## src/rtl/pc_defs.sv

```systemverilog
// Shared definitions for the fetch-stage program counter: next-PC select
// encodings and the default reset, exception and instruction-memory addresses.
package pc_defs;

  typedef enum logic [2:0] {
    NPC_SEQ  = 3'b000,
    NPC_BR   = 3'b001,
    NPC_J    = 3'b010,
    NPC_JR   = 3'b011,
    NPC_ERET = 3'b100
  } npc_op_e;

  localparam logic [31:0] RESET_PC = 32'h0000_3000;
  localparam logic [31:0] EXC_VEC  = 32'h0000_4180;
  localparam logic [31:0] IM_BASE  = 32'h0000_3000;

endpackage

```

## src/rtl/npc_calc.sv

```systemverilog
// Combinational next-PC selection: target arithmetic plus the priority mux
// (exception, stall, eret, jr, j, taken branch, sequential).
module npc_calc #(
  parameter int unsigned      PC_W    = 32,
  parameter logic [PC_W-1:0]  EXC_VEC = PC_W'(pc_defs::EXC_VEC)
) (
  input  logic [PC_W-1:0] pc_f,
  input  logic            stall,
  input  logic            exc_req,
  input  logic [2:0]      npc_op,
  input  logic            br_taken,
  input  logic [PC_W-1:0] pc_d,
  input  logic [15:0]     imm16,
  input  logic [25:0]     addr26,
  input  logic [PC_W-1:0] ra,
  input  logic [PC_W-1:0] epc,
  output logic [PC_W-1:0] npc,
  output logic            redirect
);
  import pc_defs::*;

  logic [PC_W-1:0] br_tgt;
  logic [PC_W-1:0] j_tgt;

  assign br_tgt = pc_d + PC_W'(4) + {{(PC_W-18){imm16[15]}}, imm16, 2'b00};
  assign j_tgt  = {pc_d[PC_W-1:28], addr26, 2'b00};

  always_comb begin
    npc      = pc_f + PC_W'(4);
    redirect = 1'b0;
    if (exc_req) begin
      npc      = EXC_VEC;
      redirect = 1'b1;
    end else if (stall) begin
      // Hold: the D instruction re-resolves once the stall clears.
      npc = pc_f;
    end else begin
      case (npc_op_e'(npc_op))
        NPC_ERET: begin
          npc      = epc;
          redirect = 1'b1;
        end
        NPC_JR: begin
          npc      = ra;
          redirect = 1'b1;
        end
        NPC_J: begin
          npc      = j_tgt;
          redirect = 1'b1;
        end
        NPC_BR: begin
          if (br_taken) begin
            npc      = br_tgt;
            redirect = 1'b1;
          end
        end
        default: ;
      endcase
    end
  end

endmodule

```

## src/rtl/pc_unit.sv

```systemverilog
// Fetch-stage program counter: registered PC_F with stall, exception/eret
// redirection, D-stage flush, fetch-address fault and a saturating redirect count.
module pc_unit #(
  parameter int unsigned     PC_W       = 32,
  parameter logic [PC_W-1:0] RESET_PC   = PC_W'(pc_defs::RESET_PC),
  parameter logic [PC_W-1:0] EXC_VEC    = PC_W'(pc_defs::EXC_VEC),
  parameter logic [PC_W-1:0] IM_BASE    = PC_W'(pc_defs::IM_BASE),
  parameter int unsigned     IM_WORDS   = 4096,
  parameter bit              DELAY_SLOT = 1'b1,
  parameter int unsigned     CNT_W      = 16
) (
  input  logic             clk,
  input  logic             reset,
  input  logic             stall,
  input  logic [2:0]       NPCOp_D,
  input  logic             br_taken_D,
  input  logic [PC_W-1:0]  PC_D,
  input  logic [15:0]      imm16_D,
  input  logic [25:0]      addr26_D,
  input  logic [PC_W-1:0]  RA_D,
  input  logic [PC_W-1:0]  EPC,
  input  logic             exc_req,
  output logic [PC_W-1:0]  PC_F,
  output logic             fault_F,
  output logic             flush_D,
  output logic             redirect,
  output logic [CNT_W-1:0] redirect_cnt
);
  import pc_defs::*;

  // One bit wider so IM_BASE + 4*IM_WORDS cannot overflow the compare.
  localparam logic [PC_W:0] IM_END = (PC_W+1)'(IM_BASE) + (PC_W+1)'(4 * IM_WORDS);

  logic [PC_W-1:0] npc;
  logic            is_eret;

  npc_calc #(
    .PC_W    (PC_W),
    .EXC_VEC (EXC_VEC)
  ) u_npc_calc (
    .pc_f     (PC_F),
    .stall    (stall),
    .exc_req  (exc_req),
    .npc_op   (NPCOp_D),
    .br_taken (br_taken_D),
    .pc_d     (PC_D),
    .imm16    (imm16_D),
    .addr26   (addr26_D),
    .ra       (RA_D),
    .epc      (EPC),
    .npc      (npc),
    .redirect (redirect)
  );

  assign is_eret = (NPCOp_D == NPC_ERET);

  // eret never has a delay slot, regardless of DELAY_SLOT.
  assign flush_D = exc_req | (is_eret & ~stall) | (~DELAY_SLOT & redirect & ~stall);

  assign fault_F = (|PC_F[1:0]) | (PC_F < IM_BASE) | ({1'b0, PC_F} >= IM_END);

  always_ff @(posedge clk or posedge reset) begin
    if (reset) begin
      PC_F         <= RESET_PC;
      redirect_cnt <= '0;
    end else begin
      PC_F <= npc;
      if (redirect && (redirect_cnt != {CNT_W{1'b1}})) begin
        redirect_cnt <= redirect_cnt + CNT_W'(1);
      end
    end
  end

endmodule
```

## config.mk

```make
export PLATFORM = sky130hd
export DESIGN_NAME = pc_unit
export DESIGN_NICKNAME = d
export VERILOG_FILES = /design/src/rtl/pc_defs.sv /design/src/rtl/npc_calc.sv /design/src/rtl/pc_unit.sv
export SDC_FILE = /design/constraint.sdc
export NUM_CORES = 1
export LEC_CHECK = 0
export ABC_AREA = 0
export CAP_MARGIN = 10
export CORE_MARGIN = 2
export CORE_UTILIZATION = 55
export CTS_CLUSTER_DIAMETER = 60
export DETAILED_ROUTE_END_ITERATION = 12
export DONT_BUFFER_PORTS = 1
export GPL_TIMING_DRIVEN = 0
export PLACE_DENSITY = 0.7
export SYNTH_ARGS = -nofsm -noshare
export SYNTH_HDL_FRONTEND = slang
export SYNTH_HIERARCHICAL = 1
export SYNTH_SLANG_ARGS = --single-unit
```

## constraint.sdc

```tcl
create_clock -name clk -period 4.15 [get_ports clk]
set_input_delay 0.6225 -clock clk [delete_from_list [all_inputs] [get_ports clk]]
set_output_delay 0.6225 -clock clk [all_outputs]
set_load 0.05 [all_outputs]
```

==> results of run 1 <==
synthesized netlist by cell type (4+ instances only):
library cell,count
or2_2,4
clkbuf_1,26
nor2_1,62
a221oi_1,9
nor3_1,11
xor2_1,24
o221ai_1,14
o21ai_0,54
nand3_1,21
a211oi_1,8
mux2i_1,20
nor4_1,9
nand2b_1,5
and2_1,5
ha_1,59
nand4_1,20
a31oi_1,12
nor2b_1,5
a21oi_1,84
dfrtp_1,46
buf_1,4
inv_1,23
a21o_1,13
o221a_2,5
o21a_1,10
o22ai_1,6
or3_1,5
xnor2_1,31
and3_1,12
nand2_1,58
mux2_2,11
path summary, 6_finish.rpt:
kind / endpoint / cells after the start / slack [ps]
min in group clk: PC_F[4] / 3 / 470
max in group asynchronous: PC_F[27] / 2 / 3470
setup reg to reg: PC_F[30] / 9 / 810
hold / removal: PC_F[2] / 1 / 170
hold reg to reg: PC_F[12] / 2 / 730
setup / recovery: redirect_cnt[15] / 10 / 750
logic make-up (layout without fill, tap and decap cells):
| family | Yosys count | after routing | synth area share [%] |
|---|---|---|---|
| AOI/OAI and AO/OA | 245 | 245 | 27.47 |
| and+or+nand+nor | 233 | 233 | 20.62 |
| adders and majority gates | 60 | 60 | 13.14 |
| buffers and inverters | 56 | 65 | 3.707 |
| xor gates and xnor gates | 55 | 55 | 8.346 |
| DFF | 48 | 48 | 20.85 |
| muxes | 32 | 32 | 5.875 |
where the power goes:
group          total, mW  switching, mW  leakage (nW)  internal, mW
clock              0.361          0.180        0.0548         0.182
sequential         0.857          0.334         0.614         0.524
combinational      0.694          0.411          1.89         0.283
per-layer routing:
metal | vias to the layer above | global-route usage (%) | part of all wire, %
met4 | 0 | 6.865 | 1.4
met1 | 2773 | 46.27 | 42
li1 | 2766 | - | -
met3 | 20 | 7.112 | 9.8
met5 | - | 0 | 0
met2 | 329 | 55.40 | 46
registers in the layout, summed over array words and instances (netlist names):
name / count
PC_F: 32
redirect_cnt: 16
worst max-delay path, cell delays in order:
cell and delay [ps]:
buf_2 180, nor2_1 280, xor2_1 390, clkbuf_1 510, nor2_1 110, nand2_1 140
nand2_1 450, and4_1 480, nand3_1 110, mux2_2 330
area by class of cell:
type                    count  area (sq um)  area share [%]
clock buffers               5         68.82           1.132
clock inverters             3         46.29          0.7618
repair buffers              1         20.02          0.3294
flip-flops and latches     48          1204           19.81
multi-input cells         625          4354           71.65
inverters                  23         86.33           1.421
plain buffers              33         127.6           2.100
well taps                 136         170.2           2.800
metrics by stage:
step / instances / hold WS (ps) / power (mW) / setup WS [ps] / utilization, %
after CTS: 874 / 172.7 / 1.910 / 821.6 / 59.13
final: 874 / 165.5 / 1.913 / 746.9 / 59.13
after floorplan: 729 / 666.3 / 1.361 / 929.9 / -
after global routing: 874 / 177.4 / 2.027 / 581.1 / 59.13
after global placement: 865 / 712.7 / 1.526 / 492.1 / 57.82
after detailed placement: 866 / 510.6 / 1.546 / 482.4 / 58.01
==> run summary, run 1 <==
Counting every net in the synthesized netlist gives 935. The total clock buffers created by CTS is 5. The layout overhead on the synthesized area came out at 5.289%. The clock passes through at most 2 buffers. The count of antenna-violating nets left after detailed routing came out at 0. The number of library cell types mapped by synthesis is 68. The maximum fanout count along the critical path came out at 10.

The total of max-cap violations came out at 0. Clock tree synthesis selected as its root buffer the cell clkbuf_8. Post-CTS repair changed the size of 0 cells.

The starting density of the core came out at 56.16%. The number of setup violations in the final report is 0. In the synthesized netlist the dominant register cell turns out to be dfrtp_1. Dividing the final minimum period by the clock period gives 82.00%. The setup path with the least slack is of type in -> reg. The die is 106.4 um tall. Entering global routing, the biggest net connects 35 pins.

The top cell type's share of synthesized area is 19.94%. The number of cell rows came out at 37. The number of port buffers is 0. The x dimension of the die is 106.4 um. Counting I/O delays and the setup requirement, the final critical path takes 3403 ps. Static timing analysis puts the maximum clock frequency at 293.9 MHz. The I/O pin total is 197. The total power density per cell area came out at 314.8 nW/um^2. The number of antenna violations at the first check in global routing is 0. The repair_antennas step left the layout with diodes totalling 0.

The most critical setup path has its startpoint at NPCOp_D[0]. Global routing finished with a remaining overflow of 0. Buffers added to address setup during post-CTS repair amount to 0. The number of pins exceeding their max-slew limit in the final report came out at 0. The average instance in the mapped netlist occupies 7.917 sq um. By area the synthesized netlist is led by dfrtp_1 (20%), ha_1 (13%), a21oi_1 (7.3%).

The number of filler instances in the final layout came out at 986. For this block, the initial DRC count from the detailed router was 568. The clock skew after layout came out at 3.439 ps. The total routing resource utilization after global routing came out at 33.84%. The synthesized instance count came out at 729.

The clock transition at the registers of the reported paths is 100 ps. Summing all non-filler instances in the final layout gives an area of 6077 sq um. The DRC violations left came out at 0. Summed over all instances, the cell type with the most area after synthesis is dfrtp_1.

The post-detailed-routing wire length is 19290 um. STA puts the critical path data required time at 4350 ps. The startpoint identified for the worst register-to-register timing path is PC_F[2].

The detailed-route vias per instance came out at 6.737. The iteration count of the initial detailed-routing pass came out at 5. After synthesis the netlist holds a flip-flop and latch count of 48. The via count of the first global-routing pass is 5516. At the pin with the least slew margin, the transition time is 925.0 ps. The total number of nets in the final design is 943. The largest vdd supply drop came out at 0.2908 mV.

TritonCTS built the clock tree. In this run, synthesis inferred 0 flip-flops with an integrated enable. The library cell used most frequently in the layout, excluding fill and tap cells, is a21oi_1. The endpoint class of the critical path is a flop. The analysis attributes to cell leakage a power of 2.564 nW.

The sequential element share of the synthesized area is 20.85%. The clock net in this run drives a total of 48 sinks. The library cells used most frequently in the layout, excluding fill and tap cells, are a21oi_1 (84), nor2_1 (62), ha_1 (59). The arrival time of data at the critical path endpoint came out at 3610 ps. Of the cells placed in the final design, the portion with a size suffix greater than 1 is 6.504%. Routability-driven placement finished with a final weighted congestion of 0.9044. The wire length of the first global-routing pass came out at 30160 um. The total number of vias is 5888. The placeable core region is 10280 sq um.

The clock network latency to the later pin of the worst-skew pair is 310 ps. After routing, the total negative slack on setup checks comes to 0 ps. The min-delay analysis places its worst path in the category in -> async. The total number of yosys warnings is 6. The flow ran to the end, and the final reports show no timing, DRC or antenna violations.

The total cell area at the placement stage is 5962 sq um. Setup repair after global routing left no endpoint under its margin. The relative slew slack is 38.33%. The post-synth design cell area is 5772 sq um. The depth of the CTS H-tree came out at 2. Counting flops with an async set or reset pin after synthesis yields a share of 100.0%. The wire-length estimate of the detail-placed layout is 15200 um. The worst setup path is launched from an input pin. The number of hold violations in the final report is 0. The die covers 11330 sq um. The routed length per placed instance came out at 22.08 um. The hold buffer count at cts is 0.
No activity file was read; power rests on OpenSTA's default activity.
==> run 2: changes to the inputs <==
Clock period 4.15 ns to 3.46 ns, I/O delays scaled along.
==> run summary, run 2 (synthesis gave the netlist of run 1 again) <==
The run finished with clean final reports. The total of max-cap violations was 0 (unchanged). The final design instance area without fill came out at 6086 sq um (+0.14%). The number of inserted diodes came out at 0 (unchanged). The signal on the critical path passes through ha_1, ha_1, inv_1, fa_1, nor2b_4, o31a_1, o41ai_4, a21o_1, a2111oi_1, or4_1, and3_1, o221a_1. The remaining global-route overflow is 0 (unchanged). The setup TNS after final layout was 0 ps (unchanged). The full die area came out at 11330 sq um (unchanged). The buffering stage count on the worst path with inverters included came out at 1 (-1). The final standard cell count with taps included and fillers excluded came out at 874 (unchanged).

Clock tree synthesis selected as its root buffer the cell clkbuf_8. PC_F holds more flip-flops than any other register. The worst setup path is captured at a flop. The x dimension of the die came out at 106.4 um (unchanged).

The leakage power summed over all cells came to 2.564 nW (about the same). The measured slew at the worst slew-check pin is 921.7 ps (-3.322 ps). The number of hold violations in the final report came to 0 (unchanged). The number of setup violations in the final report came out at 0 (unchanged). The detailed placement HPWL is 15200 um (unchanged). The area of all sequential standard cells came out at 1204 sq um (unchanged).

The cell family contributing the most delay on the critical path is compound AO/OA/AOI/OAI gates. The total power density per cell area is 376.9 nW/um^2 (+20%). The clock tree from TritonCTS is built.

The iteration count of the initial detailed-routing pass was 5 (unchanged). The total number of nets in the final design is 943 (unchanged). The via count of the first global-routing pass came out at 5516 (unchanged). The highest cell delay on the worst timing path came out at 480 ps (-30 ps).

The total power was 2.294 mW (+20%). The post-route minimum period came out at 3150 ps. The DRC violations left is 0 (unchanged).

The I/O pin total came out at 197 (unchanged). The required time reported for the critical path endpoint came out at 3670 ps (-680 ps). The multi-input logic area is 4363 sq um (+0.20%). The placer's final routability congestion estimate is 0.9044 (unchanged). The upper clock frequency limit came out at 317.5 MHz. The worst slack at placement came out at -104.1 ps (-586.5 ps). The cell count after placement came to 866 (unchanged).

The kind of path behind the tightest hold check is in -> async. STA classifies the critical path startpoint as an input pin. The maximum root-to-sink buffer count is 2 (unchanged).

The number of violations reported at the end of detailed-routing iteration 0 is 555 (-2.3%). The arrival time of data at the critical path endpoint is 3360 ps (-250 ps). The total cell area at the placement stage came out at 5962 sq um (unchanged). The total number of vias came to 5877 (-0.19%). The placeable core region is 10280 sq um (unchanged).

The commonest non-fill, non-tap cell in the layout is a21oi_1. The largest vdd supply drop came out at 0.3486 mV (+20%). The most numerous cell on the critical path is ha_1. The number of cell rows came out at 37 (unchanged). The total routing resource utilization after global routing came out at 33.84% (unchanged). The largest registers in the layout are PC_F (32), redirect_cnt (16). The clock network latency to the later pin of the worst-skew pair is 310 ps (about the same). The library cells used most frequently in the layout, excluding fill and tap cells, are a21oi_1 (84), nor2_1 (62), ha_1 (59). The detailed-route vias per instance came out at 6.724 (-0.19%).

The number of pins exceeding their max-slew limit in the final report came to 0 (unchanged). The worst path uses 91.04% of the clock period. The buffers inserted during post-CTS setup optimization is 0 (unchanged). The clock skew after layout came to 7.315 ps (+3.876 ps).

The clock transition at the registers of the reported paths is 100 ps (about the same). The hold buffer count at cts is 0 (unchanged). The largest individual stage delay along the critical path comes from the cell or4_1. The fraction of final layout cells sized beyond drive strength 1 came out at 6.775% (+0.27 points).

The starting density of the core came out at 56.16% (unchanged). The number of port buffers was 0 (unchanged). The depth of the CTS H-tree was 2 (unchanged). The wire length of the first global-routing pass is 30160 um (unchanged).

The post-layout utilization of the core is 59.22% (+0.085 points). The routed length per placed instance came out at 22.10 um (+0.11%). The maximum number of pins on one net before global-route repair is 35 (unchanged). Setup repair after global routing left no endpoint under its margin.

The post-detailed-routing wire length was 19320 um (+0.11%). The number of filler instances in the final layout came to 986 (unchanged). The height of the chip is 106.4 um (unchanged). The count of antenna-violating nets left after detailed routing is 0 (unchanged).

The post-cts resize count is 0 (unchanged). The total clock buffers created by CTS is 5 (unchanged). The TritonCTS sink count came out at 48 (unchanged). The critical setup path kind is in -> reg. From synthesis to final layout, the design area changed by 5.441%. The number of flip-flops in the largest register came out at 32 (unchanged).

The least setup slack across all paths after layout is 310.0 ps (-437.0 ps). The maximum fanout count along the critical path came out at 5 (-5). The number of antenna violations at the first check in global routing is 0 (unchanged). The relative slew slack came out at 38.33% (about the same).

The final worst hold slack was 62.92 ps (-102.6 ps).
## run 2: cell count changes in the layout (fill, tap and decap cells not counted)
cell	delta
nor4_2	+1
nand2_1	-1
nand2_2	+1
nor4_1	-1
## run 2: cell type report
class	instances	area share, %
well taps	136	2.796
flip-flops and latches	48	19.78
repair buffers	1	0.3289
multi-input cells	625	71.69
clock inverters	3	0.7607
plain buffers	33	2.097
inverters	23	1.419
clock buffers	5	1.131
## run 2: worst paths after layout
check	slack, ps	start	end	cells past startpoint
worst max-delay path	310	PC_D[3]	PC_F[19]	12
worst min-delay path	60	reset	PC_F[10]	1
worst max register to register	360	PC_F[2]	PC_F[26]	9
worst min register to register	760	PC_F[12]	PC_F[12]	2
max in group asynchronous	2890	reset	redirect_cnt[6]	2
min in group clk	370	exc_req	PC_F[4]	3
## run 2: worst register-to-register path: cells and delay by family, from the launching register on
family | cells | cell delay (ps)
AND/OR/NAND/NOR | 5 | 1250
AO/OA/AOI/OAI | 3 | 640
flip-flops | 1 | 740
adder cells (fa/ha/maj) | 1 | 390
## run 2: routing by layer
| layer | wire length (um) | global-route usage, % | vias up |
|---|---|---|---|
| met2 | 8952 | 55.40 | 300 |
| li1 | - | - | 2766 |
| met4 | 290 | 6.865 | 0 |
| met1 | 8325 | 46.27 | 2790 |
| met5 | 0 | 0 | - |
| met3 | 1746 | 7.112 | 21 |
## run 2: power breakdown
group	internal, mW	switching, mW	total, mW
registers	0.628	0.400	1.03
clock network	0.218	0.215	0.433
logic	0.339	0.494	0.833
total	1.19	1.11	2.29
==> run 3: changes to the inputs <==
Settings changed: CORE_ASPECT_RATIO set to 0.5, SKIP_LAST_GASP set to 1.
==> run summary, run 3 (synthesis gave the netlist of run 1 again) <==
The run finished with clean final reports. The worst slack at placement was -100.8 ps (+3.270 ps). The total routing resource utilization after global routing came out at 34.21% (+0.37 points). The TritonCTS sink count is 48 (unchanged). The number of port buffers is 0 (unchanged). The clock tree from TritonCTS is built.

The least setup slack across all paths after layout was 126.1 ps (-183.9 ps). The met2 demand-to-capacity share in global routing was 50.88% (-4.5 points). The number of pins exceeding their max-slew limit in the final report came out at 0 (unchanged). The met1 demand-to-capacity share in global routing is 48.41% (+2.1 points). The arrival time of data at the critical path endpoint came to 3520 ps (+160 ps).

The placeable core region came out at 10210 sq um (-0.61%). The number of antenna violations at the first check in global routing came out at 0 (unchanged). The switching part of the total is 48.29% (about the same). The required time reported for the critical path endpoint was 3640 ps (-30 ps). The total number of vias was 5895 (+0.31%). The leakage power summed over all cells came out at 2.575 nW (+0.42%). The cell count after placement came out at 870 (+0.46%).

The relative contribution of the clock network to total power is 20.5% (+1.6 points). The routed length per placed instance was 22.61 um (+2.3%). The iteration count of the initial detailed-routing pass came out at 6 (+1). The library cell used most frequently in the layout, excluding fill and tap cells, is a21oi_1. The critical setup path kind is in -> reg. The library cell contributing the largest single delay on the critical path is and4_1. The reported net switching power is 1.148 mW (+3.6%). The final standard cell count with taps included and fillers excluded was 877 (+0.34%). The post-route clock period utilization is 96.36% (+5.3 points). The routing usage on met3 came out at 10.54% (+3.4 points). The global routing's busiest layer is met2. The part of the total power dissipated in sequential elements is 43.5% (-1.3 points). The detailed-route vias per instance came out at 6.722 (about the same). The full die area came out at 11380 sq um (+0.44%).

The number of flip-flops in the largest register was 32 (unchanged). The maximum root-to-sink buffer count is 2 (unchanged). The clock transition at the registers of the reported paths is 70 ps (-30 ps). The starting density of the core came out at 56.50% (+0.34 points). STA classifies the critical path endpoint as a flop. The total power came out at 2.378 mW (+3.7%). The placer's final routability congestion estimate came out at 0.9463 (+4.6%).

The post-layout utilization of the core is 59.76% (+0.55 points). The relative slew slack is 35.42% (-2.9 points). The DRC violations left is 0 (unchanged). The largest vdd supply drop is 0.1958 mV (-44%). The I/O pin total is 197 (unchanged). The maximum number of pins on one net before global-route repair is 33 (-5.7%). The number of violations reported at the end of detailed-routing iteration 0 came out at 621 (+12%). The upper clock frequency limit is 300.0 MHz (-5.5%). The total clock buffers created by CTS came out at 5 (unchanged). The via count of the first global-routing pass was 5537 (+0.38%). The source of the critical timing path is NPCOp_D[0].

Traced cell by cell, the critical path runs through buf_2, nor2_1, xor2_1, clkbuf_1, nor2_1, nand2_1, nand2_1, and4_1, nand3_1, mux2_2. The top cell types in the final layout, fill and taps aside, are a21oi_1 (84), nor2_1 (62), ha_1 (59). The total internal power came out at 1.230 mW (+3.7%).

Setup repair after global routing left no endpoint under its margin. The fraction of final layout cells sized beyond drive strength 1 is 6.377% (-0.40 points). The total of max-cap violations came to 0 (unchanged). The remaining global-route overflow came out at 0 (unchanged). In this run the clock root is driven by a clkbuf_16. The tightest min-delay check is of the in -> async type. The total number of nets in the final design came out at 943 (unchanged). The total cell area at the placement stage came to 5967 sq um (about the same).

The buffers inserted during post-CTS setup optimization came out at 0 (unchanged). The setup slack of the worst register-to-register path came out at 240 ps (-120 ps). Counting flops per register, the top entry is PC_F. The area of all sequential standard cells is 1204 sq um (unchanged). The final worst hold slack is 98.59 ps (+35.67 ps). The final design instance area without fill came out at 6105 sq um (+0.31%). The post-detailed-routing wire length is 19830 um (+2.7%). The detailed placement HPWL is 15600 um (+2.6%). The x dimension of the die is 148.9 um (+40%).

The startpoint type of the worst setup path is an input pin. The post-route minimum period is 3334 ps (+183.8 ps). The clock network latency to the later pin of the worst-skew pair is 290 ps (-20 ps). The maximum fanout count along the critical path came out at 10 (+5).

The height of the chip is 76.44 um (-28%). The share of total power in combinational logic came out at 36.0% (-0.3 points). The number of hold violations in the final report is 0 (unchanged). The number of cell rows came to 26 (-30%).

The total power density per cell area is 389.5 nW/um^2 (+3.3%). The wire length of the first global-routing pass came out at 30680 um (+1.7%). The number of inserted diodes came out at 0 (unchanged). The largest registers in the layout are PC_F (32), redirect_cnt (16). The number of setup violations in the final report is 0 (unchanged). The depth of the CTS H-tree is 2 (unchanged). The post-cts resize count is 0 (unchanged). The clock skew after layout is 10.70 ps (+3.386 ps).

The setup TNS after final layout is 0 ps (unchanged). The layout overhead on the synthesized area is 5.766%. The multi-input logic area is 4354 sq um (-0.20%). The measured slew at the worst slew-check pin came to 968.7 ps (+46.99 ps). The highest cell delay on the worst timing path came to 500 ps (+20 ps). The number of filler instances in the final layout is 964 (-2.2%).

The origin of the critical flop-to-flop path is PC_F[2]. The hold buffer count at cts came to 0 (unchanged). The count of antenna-violating nets left after detailed routing came to 0 (unchanged).
-- run 3: changes by cell type in the layout (fill, tap and decap cells not counted) --
cell and change:
bufinv_16 -1, clkbuf_16 +5, clkbuf_8 -5, clkinv_2 +1, inv_6 -1, nand2_1 +1
nand2_2 -1, nor4_1 +1, nor4_2 -1
-- run 3: power by group through the flow --
stage          registers [mW]  logic, mW  clock network [mW]
2_1_floorplan            1.00      0.631                   0
3_3_place_gp             1.04      0.812                   0
3_5_place_dp             1.04      0.828                   0
4_1_cts                  1.03      0.835               0.490
5_1_grt                  1.05      0.946               0.516
6_report                 1.03      0.855               0.488
-- run 3: worst max-delay path: cells and delay by family --
kind | cells | cell delay, ps
xor+xnor | 1 | 380
simple gates | 6 | 1640
mux | 1 | 330
buf+inv | 2 | 630
-- run 3: final timing paths --
| kind | to | cells after the start |
|---|---|---|
| worst max-delay path | redirect_cnt[15] | 10 |
| worst min-delay path | PC_F[26] | 1 |
| worst max register to register | PC_F[22] | 9 |
| worst min register to register | PC_F[12] | 2 |
| max in group asynchronous | PC_F[12] | 2 |
| min in group clk | PC_F[4] | 3 |
-- run 3: metal layers --
layer  vias to the layer above  wire length (um)
li1                       2773                 -
met1                      2783              8664
met2                       314              8349
met3                        25              2515
met4                         0               300
met5                         -                 0
-- run 3: cell type report --
cell class,instances,share of cell area (%)
Timing Repair Buffer,1,0.3279
Multi-Input combinational cell,625,71.33
Clock inverter,2,0.2050
Inverter,23,1.414
Sequential cell,48,19.72
Tap cell,140,2.869
Clock buffer,5,2.050
Buffer,33,2.091
